**src/rtl/wb_stream_mailbox.sv**
```systemverilog
// wb_stream_mailbox: 8-bit Wishbone classic slave bridging register accesses to a TX byte FIFO
// (CPU -> peripheral) and an RX byte FIFO (peripheral -> CPU), with a level interrupt.
module wb_stream_mailbox #(
  parameter int unsigned FIFO_DEPTH = 16,
  parameter logic [7:0]  BASE_ADDR  = 8'h60
) (
  input  logic       wb_clk_i,
  input  logic       wb_rst_i,
  input  logic       wb_cyc_i,
  input  logic       wb_stb_i,
  input  logic       wb_we_i,
  input  logic [7:0] wb_adr_i,
  input  logic [7:0] wb_dat_i,
  output logic [7:0] wb_dat_o,
  output logic       wb_ack_o,
  output logic [7:0] tx_data,
  output logic       tx_valid,
  input  logic       tx_ready,
  input  logic [7:0] rx_data,
  input  logic       rx_valid,
  output logic       rx_ready,
  output logic       irq
);

  localparam int unsigned PtrW = $clog2(FIFO_DEPTH);
  localparam int unsigned CntW = PtrW + 1;
  localparam logic [CntW-1:0] DepthCnt = CntW'(FIFO_DEPTH);

  localparam logic [2:0] OffData    = 3'd0;
  localparam logic [2:0] OffStatus  = 3'd1;
  localparam logic [2:0] OffCtrl    = 3'd2;
  localparam logic [2:0] OffRxLevel = 3'd3;
  localparam logic [2:0] OffTxLevel = 3'd4;

  // Bus handshake state
  logic       ack_q, ack_d;
  logic       done_q, done_d;
  logic [7:0] dat_q, dat_d;

  // Control and sticky error flags
  logic [2:0] ctrl_q, ctrl_d;
  logic       tx_ovf_q, tx_ovf_d;
  logic       rx_udf_q, rx_udf_d;

  // TX FIFO
  logic [7:0]      tx_mem_q [FIFO_DEPTH];
  logic [7:0]      tx_mem_d [FIFO_DEPTH];
  logic [PtrW-1:0] tx_wptr_q, tx_wptr_d;
  logic [PtrW-1:0] tx_rptr_q, tx_rptr_d;
  logic [CntW-1:0] tx_cnt_q, tx_cnt_d;

  // RX FIFO
  logic [7:0]      rx_mem_q [FIFO_DEPTH];
  logic [7:0]      rx_mem_d [FIFO_DEPTH];
  logic [PtrW-1:0] rx_wptr_q, rx_wptr_d;
  logic [PtrW-1:0] rx_rptr_q, rx_rptr_d;
  logic [CntW-1:0] rx_cnt_q, rx_cnt_d;

  // Address decode; the offset is taken modulo 256 so only BASE_ADDR..BASE_ADDR+4 match.
  logic [7:0] adr_off;
  logic [2:0] offset;
  logic       sel;
  logic       access;
  logic       wr_en;
  logic       rd_en;

  assign adr_off = wb_adr_i - BASE_ADDR;
  assign offset  = adr_off[2:0];
  assign sel     = wb_cyc_i & wb_stb_i & (adr_off <= 8'd4);

  // One access per select: blocked during the ack cycle and until the select drops.
  assign access = sel & ~ack_q & ~done_q;
  assign wr_en  = access & wb_we_i;
  assign rd_en  = access & ~wb_we_i;

  // FIFO status, always from the registered counts
  logic tx_empty, tx_full, rx_empty, rx_full;

  assign tx_empty = (tx_cnt_q == '0);
  assign tx_full  = (tx_cnt_q == DepthCnt);
  assign rx_empty = (rx_cnt_q == '0);
  assign rx_full  = (rx_cnt_q == DepthCnt);

  // Per-register strobes for the committing access
  logic data_wr, data_rd, status_wr, ctrl_wr, flush;

  assign data_wr   = wr_en & (offset == OffData);
  assign data_rd   = rd_en & (offset == OffData);
  assign status_wr = wr_en & (offset == OffStatus);
  assign ctrl_wr   = wr_en & (offset == OffCtrl);
  assign flush     = ctrl_wr & wb_dat_i[7];

  // FIFO events
  logic tx_push, tx_pop, rx_push, rx_pop;

  assign tx_push = data_wr & ~tx_full;
  assign tx_pop  = tx_valid & tx_ready;
  assign rx_push = rx_valid & rx_ready;
  assign rx_pop  = data_rd & ~rx_empty;

  // Stream-side outputs
  assign tx_valid = ~tx_empty;
  assign tx_data  = tx_mem_q[tx_rptr_q];
  assign rx_ready = ~rx_full;

  // Bus outputs
  assign wb_ack_o = ack_q;
  assign wb_dat_o = dat_q;

  // Level interrupt built only from registered state
  assign irq = (ctrl_q[0] & ~rx_empty) |
               (ctrl_q[1] & tx_empty)  |
               (ctrl_q[2] & (tx_ovf_q | rx_udf_q));

  // Read data mux, evaluated on pre-access state
  logic [7:0] rd_data;

  always_comb begin
    rd_data = 8'h00;
    case (offset)
      OffData:    rd_data = rx_empty ? 8'h00 : rx_mem_q[rx_rptr_q];
      OffStatus:  rd_data = {2'b00, rx_udf_q, tx_ovf_q, tx_full, tx_empty, rx_full, rx_empty};
      OffCtrl:    rd_data = {5'b00000, ctrl_q};
      OffRxLevel: rd_data = 8'(rx_cnt_q);
      OffTxLevel: rd_data = 8'(tx_cnt_q);
      default:    rd_data = 8'h00;
    endcase
  end

  // Ack, read-data and select-tracking next state
  always_comb begin
    ack_d  = access;
    dat_d  = rd_en ? rd_data : 8'h00;
    done_d = done_q;
    if (!sel) begin
      done_d = 1'b0;
    end else if (access) begin
      done_d = 1'b1;
    end
  end

  // CTRL and sticky flag next state; set wins over a coincident clear
  always_comb begin
    ctrl_d   = ctrl_q;
    tx_ovf_d = tx_ovf_q;
    rx_udf_d = rx_udf_q;
    if (ctrl_wr) begin
      ctrl_d = wb_dat_i[2:0];
    end
    if (status_wr) begin
      if (wb_dat_i[4]) tx_ovf_d = 1'b0;
      if (wb_dat_i[5]) rx_udf_d = 1'b0;
    end
    if (data_wr && tx_full) begin
      tx_ovf_d = 1'b1;
    end
    if (data_rd && rx_empty) begin
      rx_udf_d = 1'b1;
    end
  end

  // TX FIFO next state; flush overrides push and discards the contents
  always_comb begin
    tx_mem_d  = tx_mem_q;
    tx_wptr_d = tx_wptr_q;
    tx_rptr_d = tx_rptr_q;
    tx_cnt_d  = tx_cnt_q;
    if (tx_push) begin
      tx_mem_d[tx_wptr_q] = wb_dat_i;
      tx_wptr_d           = tx_wptr_q + PtrW'(1);
    end
    if (tx_pop) begin
      tx_rptr_d = tx_rptr_q + PtrW'(1);
    end
    case ({tx_push, tx_pop})
      2'b10:   tx_cnt_d = tx_cnt_q + CntW'(1);
      2'b01:   tx_cnt_d = tx_cnt_q - CntW'(1);
      default: tx_cnt_d = tx_cnt_q;
    endcase
    if (flush) begin
      tx_wptr_d = '0;
      tx_rptr_d = '0;
      tx_cnt_d  = '0;
    end
  end

  // RX FIFO next state; flush overrides the stream push
  always_comb begin
    rx_mem_d  = rx_mem_q;
    rx_wptr_d = rx_wptr_q;
    rx_rptr_d = rx_rptr_q;
    rx_cnt_d  = rx_cnt_q;
    if (rx_push) begin
      rx_mem_d[rx_wptr_q] = rx_data;
      rx_wptr_d           = rx_wptr_q + PtrW'(1);
    end
    if (rx_pop) begin
      rx_rptr_d = rx_rptr_q + PtrW'(1);
    end
    case ({rx_push, rx_pop})
      2'b10:   rx_cnt_d = rx_cnt_q + CntW'(1);
      2'b01:   rx_cnt_d = rx_cnt_q - CntW'(1);
      default: rx_cnt_d = rx_cnt_q;
    endcase
    if (flush) begin
      rx_wptr_d = '0;
      rx_rptr_d = '0;
      rx_cnt_d  = '0;
    end
  end

  // Control state registers with synchronous reset
  always_ff @(posedge wb_clk_i) begin
    if (wb_rst_i) begin
      ack_q     <= 1'b0;
      done_q    <= 1'b0;
      dat_q     <= 8'h00;
      ctrl_q    <= 3'b000;
      tx_ovf_q  <= 1'b0;
      rx_udf_q  <= 1'b0;
      tx_wptr_q <= '0;
      tx_rptr_q <= '0;
      tx_cnt_q  <= '0;
      rx_wptr_q <= '0;
      rx_rptr_q <= '0;
      rx_cnt_q  <= '0;
    end else begin
      ack_q     <= ack_d;
      done_q    <= done_d;
      dat_q     <= dat_d;
      ctrl_q    <= ctrl_d;
      tx_ovf_q  <= tx_ovf_d;
      rx_udf_q  <= rx_udf_d;
      tx_wptr_q <= tx_wptr_d;
      tx_rptr_q <= tx_rptr_d;
      tx_cnt_q  <= tx_cnt_d;
      rx_wptr_q <= rx_wptr_d;
      rx_rptr_q <= rx_rptr_d;
      rx_cnt_q  <= rx_cnt_d;
    end
  end

  // FIFO storage; contents are meaningless while the count says empty, so no reset
  always_ff @(posedge wb_clk_i) begin
    tx_mem_q <= tx_mem_d;
    rx_mem_q <= rx_mem_d;
  end

endmodule
```
**config.mk**
```make
export PLATFORM = sky130hd
export DESIGN_NAME = wb_stream_mailbox
export DESIGN_NICKNAME = d
export VERILOG_FILES = /design/src/rtl/wb_stream_mailbox.sv
export SDC_FILE = /design/constraint.sdc
export NUM_CORES = 1
export LEC_CHECK = 0
export ABC_AREA = 0
export BUFFER_PORTS_ARGS = -buffer_cell sky130_fd_sc_hd__buf_4
export CAP_MARGIN = 30
export CELL_PAD_IN_SITES_DETAIL_PLACEMENT = 0
export CELL_PAD_IN_SITES_GLOBAL_PLACEMENT = 1
export CORE_MARGIN = 4
export CORE_UTILIZATION = 56
export CTS_BUF_LIST = sky130_fd_sc_hd__clkbuf_16
export DETAILED_ROUTE_END_ITERATION = 16
export PLACE_DENSITY = 0.87
export SYNTH_ARGS = -nofsm -noshare
export SYNTH_HDL_FRONTEND = slang
export SYNTH_SLANG_ARGS = --single-unit
```
**constraint.sdc**
```tcl
create_clock -name wb_clk_i -period 8.7 [get_ports wb_clk_i]
set_input_delay 0.435 -clock wb_clk_i [delete_from_list [all_inputs] [get_ports wb_clk_i]]
set_output_delay 0.435 -clock wb_clk_i [all_outputs]
set_load 0.01 [all_outputs]
```
==> results of run 1 <==
==> logic make-up after synthesis <==
kind of cell    share of synthesized area [%]
mux                                      14.1
simple gates                             7.21
flops                                    70.1
compound gates                           3.20
fa+ha+maj                                1.75
xor+xnor                                 1.73
buf+inv                                  1.84
==> final cells by class <==
class / count / area [um^2] / share of cell area, %
clock buffers: 31 / 776 / 5.67
clock inverters: 23 / 129 / 0.942
inverters: 12 / 45.0 / 0.329
multi-input cells: 349 / 3400 / 24.9
flip-flops and latches: 297 / 8510 / 62.2
well taps: 275 / 344 / 2.52
repair buffers: 63 / 475 / 3.48
==> metal layers <==
| metal | global-route usage, % | wire length, um | vias up |
|---|---|---|---|
| met4 | 4.34 | 487 | 0 |
| met1 | 27.1 | 9820 | 3269 |
| met5 | 0 | 0 | - |
| met2 | 35.6 | 12500 | 216 |
| met3 | 3.20 | 1410 | 40 |
| li1 | - | - | 2855 |
==> per-stage QoR <==
step | worst slack (ns) | std cells | utilization, %
floorplan | 5.23 | 698 | -
global placement | 4.53 | 991 | 60.2
detailed placement | 4.33 | 995 | 60.3
CTS | 4.90 | 1049 | 64.6
global route | 4.58 | 1050 | 64.7
finish | 4.92 | 1050 | 64.7
==> layout by cell type, fill, tap and decap left out, drive strengths merged, types with 7 or more instances in the layout <==
cell type / synthesis / final
a21oi: 12 / 12
a22oi: 11 / 11
buf: 22 / 63
clkbuf: 18 / 31
clkinv: 0 / 13
dfxtp: 41 / 41
edfxtp: 256 / 256
ha: 17 / 17
inv: 12 / 19
mux2i: 7 / 7
mux4: 72 / 72
nand2: 29 / 29
nand2b: 7 / 7
nand3: 15 / 15
nor2: 65 / 65
nor2b: 11 / 11
nor3: 12 / 12
o21ai: 14 / 14
or3: 7 / 7
xnor2: 12 / 12
xor2: 12 / 12
==> state kept, by name (all words and copies together) (netlist names), 5 cells and up <==
signal	cells
rx_cnt_q	5
rx_mem_q	128
wb_dat_o	8
tx_mem_q	128
tx_cnt_q	5
==> critical path: cells and delay by family <==
family	cells	cell delay, ns
AO/OA/AOI/OAI	4	0.89
XOR/XNOR	1	0.17
adder cells (fa/ha/maj)	3	0.79
buffers and inverters	2	0.24
AND/OR/NAND/NOR	4	1.67
==> worst max-delay path by stage <==
stage	slack [ns]	start	endpoint
floorplan	5.23	wb_adr_i[5]	tx_cnt_q[4]
global placement	4.53	wb_adr_i[5]	tx_cnt_q[4]
detailed placement	4.33	wb_adr_i[5]	tx_cnt_q[4]
CTS	4.90	wb_adr_i[5]	tx_cnt_q[4]
global route	4.58	wb_adr_i[5]	tx_cnt_q[4]
finish	4.92	wb_adr_i[5]	tx_cnt_q[4]
==> power breakdown <==
group,leakage (nW),internal [mW],switching [mW]
Sequential,2.64,1.55,0.00534
Clock,0.458,0.668,0.503
Combinational,1.31,0.0256,0.0477
==> impl_metrics.tcl, run 1 <==
set metrics [dict create \
    grt_max_degree 38 \
    postRouteAntennaNets 0 \
    dpl_cell_area_um2 12800 \
    whs_path_depth 2 \
    path_max_fanout 13 \
    crit_type "in -> reg" \
    die_area_um2 24100 \
    r2r_end "rx_cnt_q[4]" \
    cp-start-kind "input pin" \
    synth_area_um2 12100 \
    status "completed" \
    hpwl_mm 15.7 \
    syn_inst 698 \
    synth_ff_type "edfxtp_1" \
    cts-root-buf "clkbuf_16" \
    clock_skew_ns 0.0106 \
    hold_ws_ns 0.153 \
    hold_end "ctrl_q[2]" \
    grt_usage_pct 20.3 \
    ir_worst_vdd_mv 0.184 \
    synth_top_cells_by_area "edfxtp_1 63%, mux4_2 13%, dfxtp_1 6.8%, nor2_1 1.9%, ha_1 1.8%" \
    synth_edf_count 256 \
    synth_cell_type_count 46 \
    total_leakage_power_nw 4.40 \
    cpMostUsedCell "ha_1" \
    post-synth-top-count-cell "edfxtp_1" \
    ctsHoldBuffers 0 \
    antenna_found_initial 0 \
    cp.arrival_ns 4.20 \
    hold_class "in -> reg" \
    cts.sinks 297 \
    synth.avg_cell_area_um2 17.4 \
    rows 53 \
    place.gp.congestion 0.827 \
    final-setup-viol-count 0 \
    tightestPinTransition_ns 1.04 \
    clk_path_buf_depth 3 \
    min_from "wb_rst_i" \
    die_h_um 155 \
    fmax_ghz 0.264 \
    synth_seq_area_share_pct 70.1 \
    drv_cap 0 \
    yosysTopAreaCell "edfxtp_1" \
    power.total_mw 2.80 \
    power-per-cell-area_nw_per_um2 205 \
    gr-total-overflow 0 \
    h-tree-depth 1 \
    drt_iter0_drc 559 \
    insertion_delay_ns 0.54 \
    crit_chain "buf_4 > ha_1 > nor4b_1 > nand4b_1 > nor3b_4 > inv_1 > ha_1 > xor2_1 > ha_1 > a21oi_1 > o22ai_1 > a222oi_1 > or3_1 > a21oi_1" \
    yosys_warnings 0 \
    rsz0062_at_grt "false" \
    hold_viol 0 \
    antenna_cells 0 \
    final_area_um2 13700 \
    synth_common_cells "256 x edfxtp_1, 72 x mux4_2, 62 x nor2_1, 41 x dfxtp_1, 29 x nand2_1" \
    worst_r2r_startpoint "rx_cnt_q[2]" \
    via_count 6380 \
    cts_tree "built" \
    maxSlewViolCount 0 \
    endpoint_kind "register" \
    required_ns 9.12 \
    syn_nets 746 \
    slowest_stage "nand4b_1" \
    ios 51 \
    final_layout_size_suffix_gt1_share_pct 24.1 \
    max-slew-margin-rel_pct 30.8 \
    r2r_cells 11 \
    vias_per_cell 6.08 \
    nets 801 \
    post_cts_buffers 0 \
    post-route-min-period_ns 3.78 \
    first_pass_iters 8 \
    synth_top_area_share_pct 63.4 \
    post_cts_resized 0 \
    period_share_pct 43.5 \
    initial_core_util_pct 57.3 \
    grt_pass1_vias 6550 \
    ys_ff_latch 297 \
    fillers 1429 \
    grt_first_pass_wirelength_mm 37.6 \
    place.port_buffers 50 \
    clk_pin_slew_ns 0.06 \
    totalWireLength_mm 24.2 \
    cts_buffers 30 \
    die_w_um 155 \
    wire_per_inst_um 23.1 \
    area_growth_pct 12.8 \
    r2r_slack_ns 5.23 \
    core_area_um2 21200 \
    fin_setup_tns_ns 0 \
    ys_async_sr_fraction_pct 0 \
    drcViolationCount 0 \
    cp_slowest_stage_delay_ns 0.66 \
]
Note: power is estimated with default switching activity, not from simulation.
==> run 2, diff against run 1 <==
CORE_UTILIZATION = 53   (was 56)
PLACE_DENSITY = 0.83   (was 0.87)
clock period = 3.7 ns   (was 8.7 ns; I/O delays follow)
==> run 2 against run 1 <==
Sequential power increased by 140%. Non-clock buffer count increased by 28. Via count increased by 1.5%. Global-route usage decreased by 0.44 points. Combinational power increased to 2.5 times the previous value.
==> impl_metrics.tcl, run 2 (synthesis results as in run 1) <==
set metrics [dict create \
    post-route-min-period_ns 3.29 \
    core_area_um2 22600 \
    cts_buffers 30 \
    final_cell_mix "256 x edfxtp_1, 74 x buf_4, 72 x mux4_2" \
    pre_cts_slack_ns 0.250 \
    grt_pass1_vias 6752 \
    layout_setup_ws_ns 0.413 \
    required_ns 4.09 \
    clk_path_buf_depth 3 \
    hold_end "tx_mem_q[39]" \
    place.port_buffers 50 \
    final_common_cell "edfxtp_1" \
    pwr-share-comb_pct 2.7 \
    drv_cap 0 \
    ir_worst_vdd_mv 0.408 \
    final-setup-viol-count 0 \
    dpl_cell_area_um2 12900 \
    die_w_um 159 \
    area_growth_pct 16.1 \
    grt_first_pass_wirelength_mm 39.2 \
    cp.arrival_ns 3.67 \
    hpwl_mm 16.2 \
    place.gp.congestion 0.829 \
    fin_cells 1090 \
    clock_power_share_pct 44.5 \
    grt_max_degree 36 \
    first_pass_iters 6 \
    vias_per_cell 5.94 \
    via_count 6473 \
    fin_setup_tns_ns 0 \
    h-tree-depth 1 \
    power.total_mw 6.94 \
    total_leakage_power_nw 4.58 \
    p_int_mw 5.59 \
    cp-start-kind "register" \
    drt_iter0_drc 822 \
    grt_usage_pct 19.8 \
    cts-root-buf "clkbuf_16" \
    crit_type "reg -> reg" \
    hold_class "in -> reg" \
    totalWireLength_mm 24.8 \
    hold_ws_ns 0.0216 \
    clock_skew_ns 0.0136 \
    rsz0062_at_grt "false" \
    die_area_um2 25400 \
    die_h_um 159 \
    insertion_delay_ns 0.55 \
    hold_viol 0 \
    p_switching_mw 1.35 \
    cts.sinks 297 \
    fmax_ghz 0.304 \
    min_from "wb_dat_i[7]" \
    cts_tree "built" \
    post_cts_resized 0 \
    cp-startpoint "rx_cnt_q[2]" \
    initial_core_util_pct 53.7 \
    antenna_cells 0 \
    share_seq_of_total_power_pct 52.8 \
    r2r_slack_ns 0.41 \
    path_max_fanout 9 \
    rows 55 \
    wire_per_inst_um 22.8 \
    power-per-cell-area_nw_per_um2 493 \
    drcViolationCount 0 \
    dpl.cell_count 1018 \
    utilization_pct 62.4 \
    gr-total-overflow 0 \
    p_sw_share_pct 19.5 \
    r2r_end "rx_cnt_q[4]" \
    fillers 1588 \
    slowest_stage "a21boi_1" \
    final_layout_size_suffix_gt1_share_pct 25.8 \
    worst_r2r_startpoint "rx_cnt_q[2]" \
    cp_slowest_stage_delay_ns 0.56 \
    antenna_found_initial 0 \
    status "completed" \
    clk_pin_slew_ns 0.06 \
    max-slew-margin-rel_pct 37.0 \
    post_cts_buffers 0 \
    postRouteAntennaNets 0 \
    ios 51 \
    nets 829 \
    tightestPinTransition_ns 0.941 \
    period_share_pct 88.8 \
    r2r_cells 11 \
    maxSlewViolCount 0 \
    ctsHoldBuffers 16 \
    crit_chain "nor4_2 > a21boi_1 > inv_1 > ha_1 > xor2_1 > ha_1 > a21oi_1 > o22ai_1 > a222oi_1 > or3_1 > a21oi_1" \
    endpoint_kind "register" \
    whs_path_depth 1 \
    final_area_um2 14100 \
]
-- run 2: cell count changes in the layout (fill, tap and decap cells not counted), sizes merged --
cell	delta
buf	+12
bufinv	+4
clkinv	-2
clkinvlp	+2
dlygate4sd3	+16
inv	-2
-- run 2: critical path: cells and delay by family (launching register included) --
kind            cells  cell delay [ns]
simple gates        2             0.29
compound gates      5             1.48
flops               1             0.52
fa+ha+maj           2             0.52
xor+xnor            1             0.17
buf+inv             1             0.15
-- run 2: worst max path at each step --
stage               slack (ns)  cells after the start          end
floorplan                 0.48                     15  tx_cnt_q[4]
global placement          0.43                     13  rx_cnt_q[4]
detailed placement        0.25                     13  rx_cnt_q[4]
CTS                       0.45                     11  rx_cnt_q[4]
global route              0.14                     12  tx_cnt_q[4]
finish                    0.41                     11  rx_cnt_q[4]
-- run 2: cell type report --
type	count	area, um^2	share of cell area [%]
clock buffers	31	776	5.51
inverters	12	45.0	0.320
clock inverters	25	255	1.81
repair buffers	91	736	5.23
multi-input cells	349	3400	24.1
flip-flops and latches	297	8510	60.5
well taps	285	357	2.53
-- run 2: power by group through the flow --
| stage | clock network [mW] | logic (mW) | registers (mW) |
|---|---|---|---|
| 2_1_floorplan | 0 | 0.0762 | 3.73 |
| 3_3_place_gp | 0 | 0.163 | 3.73 |
| 3_5_place_dp | 0 | 0.171 | 3.74 |
| 4_1_cts | 3.14 | 0.186 | 3.67 |
| 5_1_grt | 3.30 | 0.202 | 3.67 |
| 6_report | 3.09 | 0.185 | 3.67 |
-- run 2: metal layers --
metal | part of all wire, % | up-vias | track usage [%] | wire (um)
met1 | 40 | 3317 | 26.3 | 9860
li1 | - | 2914 | - | -
met2 | 53 | 209 | 35.1 | 13100
met4 | 1.7 | 0 | 4.30 | 414
met3 | 5.7 | 33 | 3.00 | 1410
met5 | 0 | - | 0 | 0
